<file path="config.mk">
export PLATFORM = sky130hd
export DESIGN_NAME = hsv_colour_bbox
export DESIGN_NICKNAME = d
export VERILOG_FILES = /design/src/rtl/hsv_colour_bbox.sv
export SDC_FILE = /design/constraint.sdc
export NUM_CORES = 1
export LEC_CHECK = 0
export ABC_AREA = 1
export BUFFER_PORTS_ARGS = -buffer_cell sky130_fd_sc_hd__buf_2
export CAP_MARGIN = 40
export CORE_AREA = 10 10 178 180
export DETAILED_ROUTE_END_ITERATION = 10
export DIE_AREA = 0 0 188 190
export GPL_TIMING_DRIVEN = 0
export MAX_ROUTING_LAYER = met4
export SETUP_SLACK_MARGIN = 0.15
export SLEW_MARGIN = 20
export SYNTH_ARGS = -nofsm -noshare
export SYNTH_HDL_FRONTEND = slang
export SYNTH_SLANG_ARGS = --single-unit
</file>
<file path="constraint.sdc">
create_clock -name clk -period 7.2 [get_ports clk]
set_input_delay 0.36 -clock clk [delete_from_list [all_inputs] [get_ports clk]]
set_output_delay 0.36 -clock clk [all_outputs]
set_load 0.01 [all_outputs]
</file>
<file path="src/rtl/hsv_colour_bbox.sv">
// hsv_colour_bbox: thresholds an HSV pixel stream against a hue/sat/value window, emits a per-pixel mask and reports the per-frame bounding box and match count
// Ports: clk, rst (async active-high); hsv_h/hsv_s/hsv_v + valid_in/sop/eop pixel stream;
//        h_min/h_max/s_min/v_min runtime window; mask/mask_valid per-pixel result;
//        bbox_valid/bbox_found/x_min/x_max/y_min/y_max/pix_count per-frame report.
module hsv_colour_bbox #(
  parameter int IMAGE_W = 640,
  parameter int IMAGE_H = 480,
  parameter int X_W     = 10,
  parameter int Y_W     = 9,
  parameter int CNT_W   = 19,
  parameter int MIN_PIX = 16
) (
  input  logic             clk,
  input  logic             rst,
  input  logic [8:0]       hsv_h,
  input  logic [7:0]       hsv_s,
  input  logic [7:0]       hsv_v,
  input  logic             valid_in,
  input  logic             sop,
  input  logic             eop,
  input  logic [8:0]       h_min,
  input  logic [8:0]       h_max,
  input  logic [7:0]       s_min,
  input  logic [7:0]       v_min,
  output logic             mask,
  output logic             mask_valid,
  output logic             bbox_valid,
  output logic             bbox_found,
  output logic [X_W-1:0]   x_min,
  output logic [X_W-1:0]   x_max,
  output logic [Y_W-1:0]   y_min,
  output logic [Y_W-1:0]   y_max,
  output logic [CNT_W-1:0] pix_count
);
  localparam logic [X_W-1:0]   X_LAST  = X_W'(IMAGE_W - 1);
  localparam logic [Y_W-1:0]   Y_LAST  = Y_W'(IMAGE_H - 1);
  localparam logic [CNT_W-1:0] CNT_MAX = '1;
  localparam logic [CNT_W-1:0] MIN_CNT = CNT_W'(MIN_PIX);
  typedef enum logic {IDLE, ACTIVE} state_t;
  state_t state_q, state_d;
  logic acc;
  logic [X_W-1:0] x_q, cx;
  logic [Y_W-1:0] y_q, cy;
  logic [8:0] hmin_q, hmax_q, hl, hh;
  logic [7:0] smin_q, vmin_q, sl, vl;
  logic hue_ok, match;
  logic mask_q, mv_q, sp_q, ep_q;
  logic [X_W-1:0] xp_q;
  logic [Y_W-1:0] yp_q;
  logic any_q, any_d, b_any, hit, report;
  logic [X_W-1:0] xmin_q, xmax_q, xmin_d, xmax_d;
  logic [Y_W-1:0] ymin_q, ymax_q, ymin_d, ymax_d;
  logic [CNT_W-1:0] cnt_q, cnt_d, b_cnt;
  logic bv_q, found_q;
  logic [X_W-1:0] x_min_q, x_max_q;
  logic [Y_W-1:0] y_min_q, y_max_q;
  logic [CNT_W-1:0] pc_q;
  always_ff @(posedge clk or posedge rst)
    if (rst) state_q <= IDLE;
    else state_q <= state_d;
  always_comb begin
    state_d = state_q;
    if (valid_in) state_d = eop ? IDLE : (sop ? ACTIVE : state_q);
  end
  always_comb acc = valid_in & (sop | (state_q == ACTIVE));
  // A sop beat starts at (0,0) and is judged against the live window it captures.
  always_comb begin
    cx = sop ? '0 : x_q;
    cy = sop ? '0 : y_q;
    hl = sop ? h_min : hmin_q;
    hh = sop ? h_max : hmax_q;
    sl = sop ? s_min : smin_q;
    vl = sop ? v_min : vmin_q;
    hue_ok = (hl <= hh) ? (hsv_h >= hl && hsv_h <= hh) : (hsv_h >= hl || hsv_h <= hh);
    match = hue_ok && hsv_s >= sl && hsv_v >= vl;
  end
  always_ff @(posedge clk or posedge rst)
    if (rst) begin
      x_q <= '0;
      y_q <= '0;
      hmin_q <= '0;
      hmax_q <= '0;
      smin_q <= '0;
      vmin_q <= '0;
      mask_q <= 1'b0;
      mv_q <= 1'b0;
      sp_q <= 1'b0;
      ep_q <= 1'b0;
      xp_q <= '0;
      yp_q <= '0;
    end else begin
      mask_q <= acc & match;
      mv_q <= acc;
      sp_q <= acc & sop;
      ep_q <= acc & eop;
      xp_q <= cx;
      yp_q <= cy;
      if (acc) begin
        x_q <= (cx == X_LAST) ? '0 : cx + 1'b1;
        y_q <= (cx == X_LAST && cy != Y_LAST) ? cy + 1'b1 : cy;
      end
      if (acc & sop) begin
        hmin_q <= h_min;
        hmax_q <= h_max;
        smin_q <= s_min;
        vmin_q <= v_min;
      end
    end
  // A registered sop pixel discards whatever an abandoned frame left behind.
  always_comb begin
    b_any = ~sp_q & any_q;
    b_cnt = sp_q ? '0 : cnt_q;
    hit = mv_q & mask_q;
    any_d = b_any | hit;
    xmin_d = (hit && (!b_any || xp_q < xmin_q)) ? xp_q : xmin_q;
    xmax_d = (hit && (!b_any || xp_q > xmax_q)) ? xp_q : xmax_q;
    ymin_d = (hit && (!b_any || yp_q < ymin_q)) ? yp_q : ymin_q;
    ymax_d = (hit && (!b_any || yp_q > ymax_q)) ? yp_q : ymax_q;
    cnt_d = (hit && b_cnt != CNT_MAX) ? b_cnt + 1'b1 : b_cnt;
    report = mv_q & ep_q;
  end
  always_ff @(posedge clk or posedge rst)
    if (rst) begin
      any_q <= 1'b0;
      xmin_q <= '0;
      xmax_q <= '0;
      ymin_q <= '0;
      ymax_q <= '0;
      cnt_q <= '0;
      bv_q <= 1'b0;
      found_q <= 1'b0;
      x_min_q <= '0;
      x_max_q <= '0;
      y_min_q <= '0;
      y_max_q <= '0;
      pc_q <= '0;
    end else begin
      bv_q <= report;
      if (report) begin
        found_q <= cnt_d >= MIN_CNT;
        x_min_q <= (cnt_d >= MIN_CNT) ? xmin_d : '0;
        x_max_q <= (cnt_d >= MIN_CNT) ? xmax_d : '0;
        y_min_q <= (cnt_d >= MIN_CNT) ? ymin_d : '0;
        y_max_q <= (cnt_d >= MIN_CNT) ? ymax_d : '0;
        pc_q <= cnt_d;
        any_q <= 1'b0;
        cnt_q <= '0;
      end else if (mv_q) begin
        any_q <= any_d;
        xmin_q <= xmin_d;
        xmax_q <= xmax_d;
        ymin_q <= ymin_d;
        ymax_q <= ymax_d;
        cnt_q <= cnt_d;
      end
    end
  assign mask = mask_q;
  assign mask_valid = mv_q;
  assign bbox_valid = bv_q;
  assign bbox_found = found_q;
  assign x_min = x_min_q;
  assign x_max = x_max_q;
  assign y_min = y_min_q;
  assign y_max = y_max_q;
  assign pix_count = pc_q;
endmodule

</file>
Yosys cells after proc, flatten, opt, wreduce, memory -nomap -nowiden
Index checks and enable logic that the tools add are counted.
{"block": "totals", "reg_bits": 194, "elab_cells": 97}
{"block": "classes", "add_sub_neg": 3, "n_lt_le_gt_ge": 10, "eq_ne": 3, "muxes": 25, "bitwise_logic": 11, "reduce_logical": 19}
{"operator": "$mux 19", "n": 4}
{"operator": "$mux 9", "n": 8}
{"operator": "$mux 10", "n": 6}
{"operator": "$add 19x1->19 const B", "n": 1}
{"operator": "$ge 19x5->1 const B", "n": 1}
{"operator": "$ne 19x19->1 const B", "n": 1}
{"operator": "$le 9x9->1", "n": 2}
{"operator": "$ge 8x8->1", "n": 2}
{"operator": "$mux 8", "n": 2}
{"operator": "$add 10x1->10 const B", "n": 1}
{"operator": "$eq 10x10->1 const B", "n": 1}
{"operator": "$gt 10x10->1", "n": 1}
{"operator": "$lt 10x10->1", "n": 1}
{"operator": "$add 9x1->9 const B", "n": 1}
{"operator": "$ge 9x9->1", "n": 1}
{"operator": "$gt 9x9->1", "n": 1}
{"operator": "$logic_and 1x1->1", "n": 9}
{"operator": "$lt 9x9->1", "n": 1}
{"operator": "$ne 9x9->1 const B", "n": 1}
{"operator": "$and 1x1->1", "n": 7}
{"operator": "$logic_or 1x1->1", "n": 5}
{"operator": "$mux 1", "n": 5}
{"operator": "$reduce_and 2->1", "n": 2}
{"operator": "$reduce_bool 2->1", "n": 2}
{"operator": "other kinds (3)", "n": 5}

Longest topological paths before layout
{"block": "depth", "ltp_word": 7, "ltp_mapped": 20}

Worst setup path before layout
OpenSTA, ideal clock, no wires.
{"block": "synth_timing", "path_type": "in2reg", "start": "input port sop", "end": "register y_q[5]", "arrival_time_ns": 2.650, "required_time_ns": 7.078, "path_slack_ns": 4.428, "path_stages": 16, "path_cell_list": "buf_2 > clkbuf_1 > clkbuf_1 > clkbuf_1 > nor2_1 > ha_1 > nand2_1 > nor2_2 > nand3_1 > nor2_1 > nand4_1 > nor2_1 > nand2_1 > nor2_1 > nand2_1 > xor2_1"}
{"block": "synth_via", "elab_chain_len": 4}
{"element": "from (decl)", "line": "19", "text": "input logic sop,"}
{"element": "$mux 10", "line": "68", "text": "cx = sop ? '0 : x_q;"}
{"element": "net cx[1]", "line": "42", "text": "logic [X_W-1:0] x_q, cx;"}
{"element": "$eq 10x10->1", "line": "100", "text": "y_q <= (cx == X_LAST && cy != Y_LAST) ? cy + 1'b1 : cy;"}
{"element": "$logic_and 1x1->1", "line": "100"}
{"element": "$mux 9", "line": "100"}
{"element": "to (signal assigned)", "line": "100"}
{"element": "to (decl)", "line": "43", "text": "logic [Y_W-1:0] y_q, cy;"}
The timed path passes the listed nets, and every way through them passes these cells.
A chain may end at the register's enable or synchronous reset.

Worst setup path after layout
{"block": "layout_timing", "start": "register sp_q", "end": "register y_min_q[2] (netlist: y_min[2])"}
{"block": "layout_via", "elab_chain_len": 7}
{"element": "from (decl)", "line": "47", "text": "logic mask_q, mv_q, sp_q, ep_q;"}
{"element": "from (signal assigned)", "line": "94", "text": "sp_q <= acc & sop;"}
{"element": "branches (longest 6 deep; another with $add 19x1->19)"}
{"element": "$mux 9 *", "line": "143", "text": "y_min_q <= (cnt_d >= MIN_CNT) ? ymin_d : '0;"}
{"element": "to (signal assigned)", "line": "143"}
{"element": "to (decl)", "line": "56", "text": "logic [Y_W-1:0] y_min_q, y_max_q;"}
Every way passes the cells marked *.

==> results.toml <==
[worst_setup_path]
cp_slowest_cell = "dfrtp_1"
cpLargestDelayFamily = "simple AND/OR/NAND/NOR gates"
end_kind = "flop"
crit_fanout = 10
worstSetupPathType = "reg2reg"
cp.required_ns = 7.53
rr_worst_depth = 19
path_cells = "buf_2, nor2_1, ha_1, nand2_1, nor2_4, nand2_2, nor2_2, nand3_2, nand2_2, buf_4, o21ai_1, nor2_1, nand2_1, nor2_1, nand2_1, buf_6, buf_6, nand3_2, nand2_1"
cp-start-kind = "flop"
cp_data_arrival_time_ns = 3.82
crit_path_frequent_cell = "nand2_1"
cp_num_buf_inv = 4
r2r-end = "y_min[2]"
slowest_delay_ns = 0.39
r2r_start = "sp_q"
rrSetupSlack_ns = 3.70

[clock_tree]
cts_hold_buf = 0
clkSinkCount = 194
cts-htree-levels = 4
clockBufferDepth = 2
cts_tree = "done"
cts_buffers = 17
cts_setup_buffers = 0
clock_latency_ns = 0.44
clk_pin_slew_ns = 0.07
post_cts_resized = 0
clock-root-buffer = "clkbuf_16"

[place]
dpl.cell_count = 1956
gp_congestion = 0.923
place_hpwl_mm = 22.9
preCtsSetupSlack_ns = 3.42
place.port_buffers = 124

[power]
peakVddDrop_mv = 0.149
p_int_mw = 1.85
seq_power_share_pct = 45.4
switching_power_mw = 0.782
power_frac_comb_pct = 17.4
p_leak_nw = 6.60
clock_power_share_pct = 37.2
p_per_area_nw_per_um2 = 205
switching_share_pct = 29.7

[logic_synthesis]
synth_mux_area_share_pct = 0
ys_top_cells_by_area = "dfrtp_1 44%, nand2_1 15%, ha_1 9.3%, o21ai_0 7.0%, inv_1 5.8%"
synth_seq_area_share_pct = 43.8
syn-num-nets = 1593
synth-adder-area-share_pct = 9.25
synth_seq_cells = 194
synth-compound-area-share_pct = 11.6
yosysWarnings = 0
syn_inst = 1447
synth_xor_area_share_pct = 1.66
synth_top_area_share_pct = 43.8
synth.largest_area_cell = "dfrtp_1"
synth_top_family_by_area = "simple AND/OR/NAND/NOR gates"
synth_area_um2 = 11100
synth_area_per_cell_um2 = 7.66
synth_simple_gate_area_share_pct = 25.4
ys_types = 40

[grt]
grt_pass1_wl_mm = 49.9
grt_pass1_vias = 9804
grt_use_total_pct = 17.4
antenna_found_initial = 2
grt_max_degree = 99
grt_overflow_total = 0

[layout]
area_growth_pct = 15.7
fillCellCount = 2947
utilization_pct = 45.4
drive_gt1_share_pct = 11.9
layout.nets = 1737
final_common_cell = "nand2_1"
finalNonFillerCells = 1990
mostFrequentLayoutCells = "435 x nand2_1, 194 x dfrtp_1, 170 x inv_1"

[die]
rows = 62
start_util_pct = 39.3
core_area_um2 = 28200
num_io_pins = 125
die-area_um2 = 35700
die_w_um = 188
fp.dieH_um = 190

[routing]
first_pass_iters = 5
dr.first_iter.drc_count = 783
viasPerCell = 4.93
ant_nets = 0
route.detailed.drc = 0
vias = 9812
wirelength_mm = 29.7
wl_per_cell_um = 14.9

[run_status]
outcome = "complete, no violations"

[sta]
rsz0062_at_grt = "no"
max_freq_mhz = 286
fin_ws_ns = 3.70
slew_headroom_pct = 53.7
maxSlewViolCount = 0
tightest_slew_ns = 0.695
fin_crit_ns = 3.50
skew_ns = 0.0126
final-hold-violation-count = 0
whs_ns = 0.0552
period_share_pct = 48.6
setup_viol = 0

[job]
drv_cap = 0

[min_path]
min_path_type = "in2async"
## flip-flops by register name, summed over array words and instances (netlist names), 8 cells and up
name / cells
cnt_q: 19
hmax_q: 9
x_min: 10
x_max: 10
hmin_q: 9
y_q: 9
xmin_q: 10
yp_q: 9
y_min: 9
vmin_q: 8
ymax_q: 9
y_max: 9
xp_q: 10
smin_q: 8
x_q: 10
ymin_q: 9
xmax_q: 10
pix_count: 19
## worst max path at each step
stage               start        to  depth (start not counted)
detailed placement    sop    y_q[5]                         17
global placement      rst  y_max[3]                          2
floorplan             rst     any_q                          1
CTS                  sp_q  y_min[2]                         19
global route         sp_q  y_min[2]                         19
finish               sp_q  y_min[2]                         19
## cells by family after synthesis
family,count (synthesis)
buf+inv,233
simple gates,675
compound gates,242
fa+ha+maj,82
xor+xnor,21
flops,194
## through the flow
stage	TNS [ns]	power [mW]	instance area [um^2]
5_1_grt	0	2.79	12800
3_3_place_gp	-157.16	1.66	12200
2_1_floorplan	0	1.53	11100
6_report	0	2.63	12800
4_1_cts	0	2.66	12800
3_5_place_dp	0	1.67	12200
## power groups by stage
stage	clock (mW)	sequential (mW)	combinational [mW]
2_1_floorplan	0	1.21	0.324
4_1_cts	1.00	1.19	0.461
3_5_place_dp	0	1.21	0.459
3_3_place_gp	0	1.21	0.447
5_1_grt	1.05	1.20	0.533
6_report	0.980	1.19	0.457
## metal layers
layer	global-route usage [%]	part of all wire (%)	up-vias
li1	-	-	4986
met1	24.2	51	4539
met2	25.5	42	253
met3	2.95	4.9	34
met4	4.98	1.7	0
met5	-	0	-
## cells in the mapped netlist
library cell,count
nand3b_1,1
a31oi_1,4
nand4_1,18
nand2b_1,1
a21oi_1,45
nand3_1,89
a211oi_1,1
nor2_4,1
buf_6,3
buf_2,5
nor2_2,4
nor2_1,94
inv_2,3
clkinv_1,3
o21ai_0,156
nand2_2,3
a21o_1,1
xnor2_1,6
o21a_1,4
o41ai_1,1
o211ai_1,5
nor4_1,2
o32ai_1,1
buf_1,3
and2_1,2
and3_1,1
a21boi_0,1
buf_4,3
o2111ai_1,5
nand3_2,11
inv_1,171
o22ai_1,12
ha_1,82
o21ai_1,5
a22oi_1,1
nand2_1,435
dfrtp_1,194
clkbuf_1,42
nor3_1,13
xor2_1,15
## final cells by class
class / count / area [um^2] / area share (%)
well taps: 384 / 480 / 3.74
flip-flops and latches: 194 / 4850 / 37.8
clock buffers: 18 / 439 / 3.42
multi-input cells: 1020 / 5320 / 41.5
repair buffers: 125 / 648 / 5.05
clock inverters: 14 / 163 / 1.27
inverters: 177 / 672 / 5.24
diodes: 2 / 5.00 / 0.0390
plain buffers: 56 / 250 / 1.95
No activity file was read; power rests on OpenSTA's default activity.
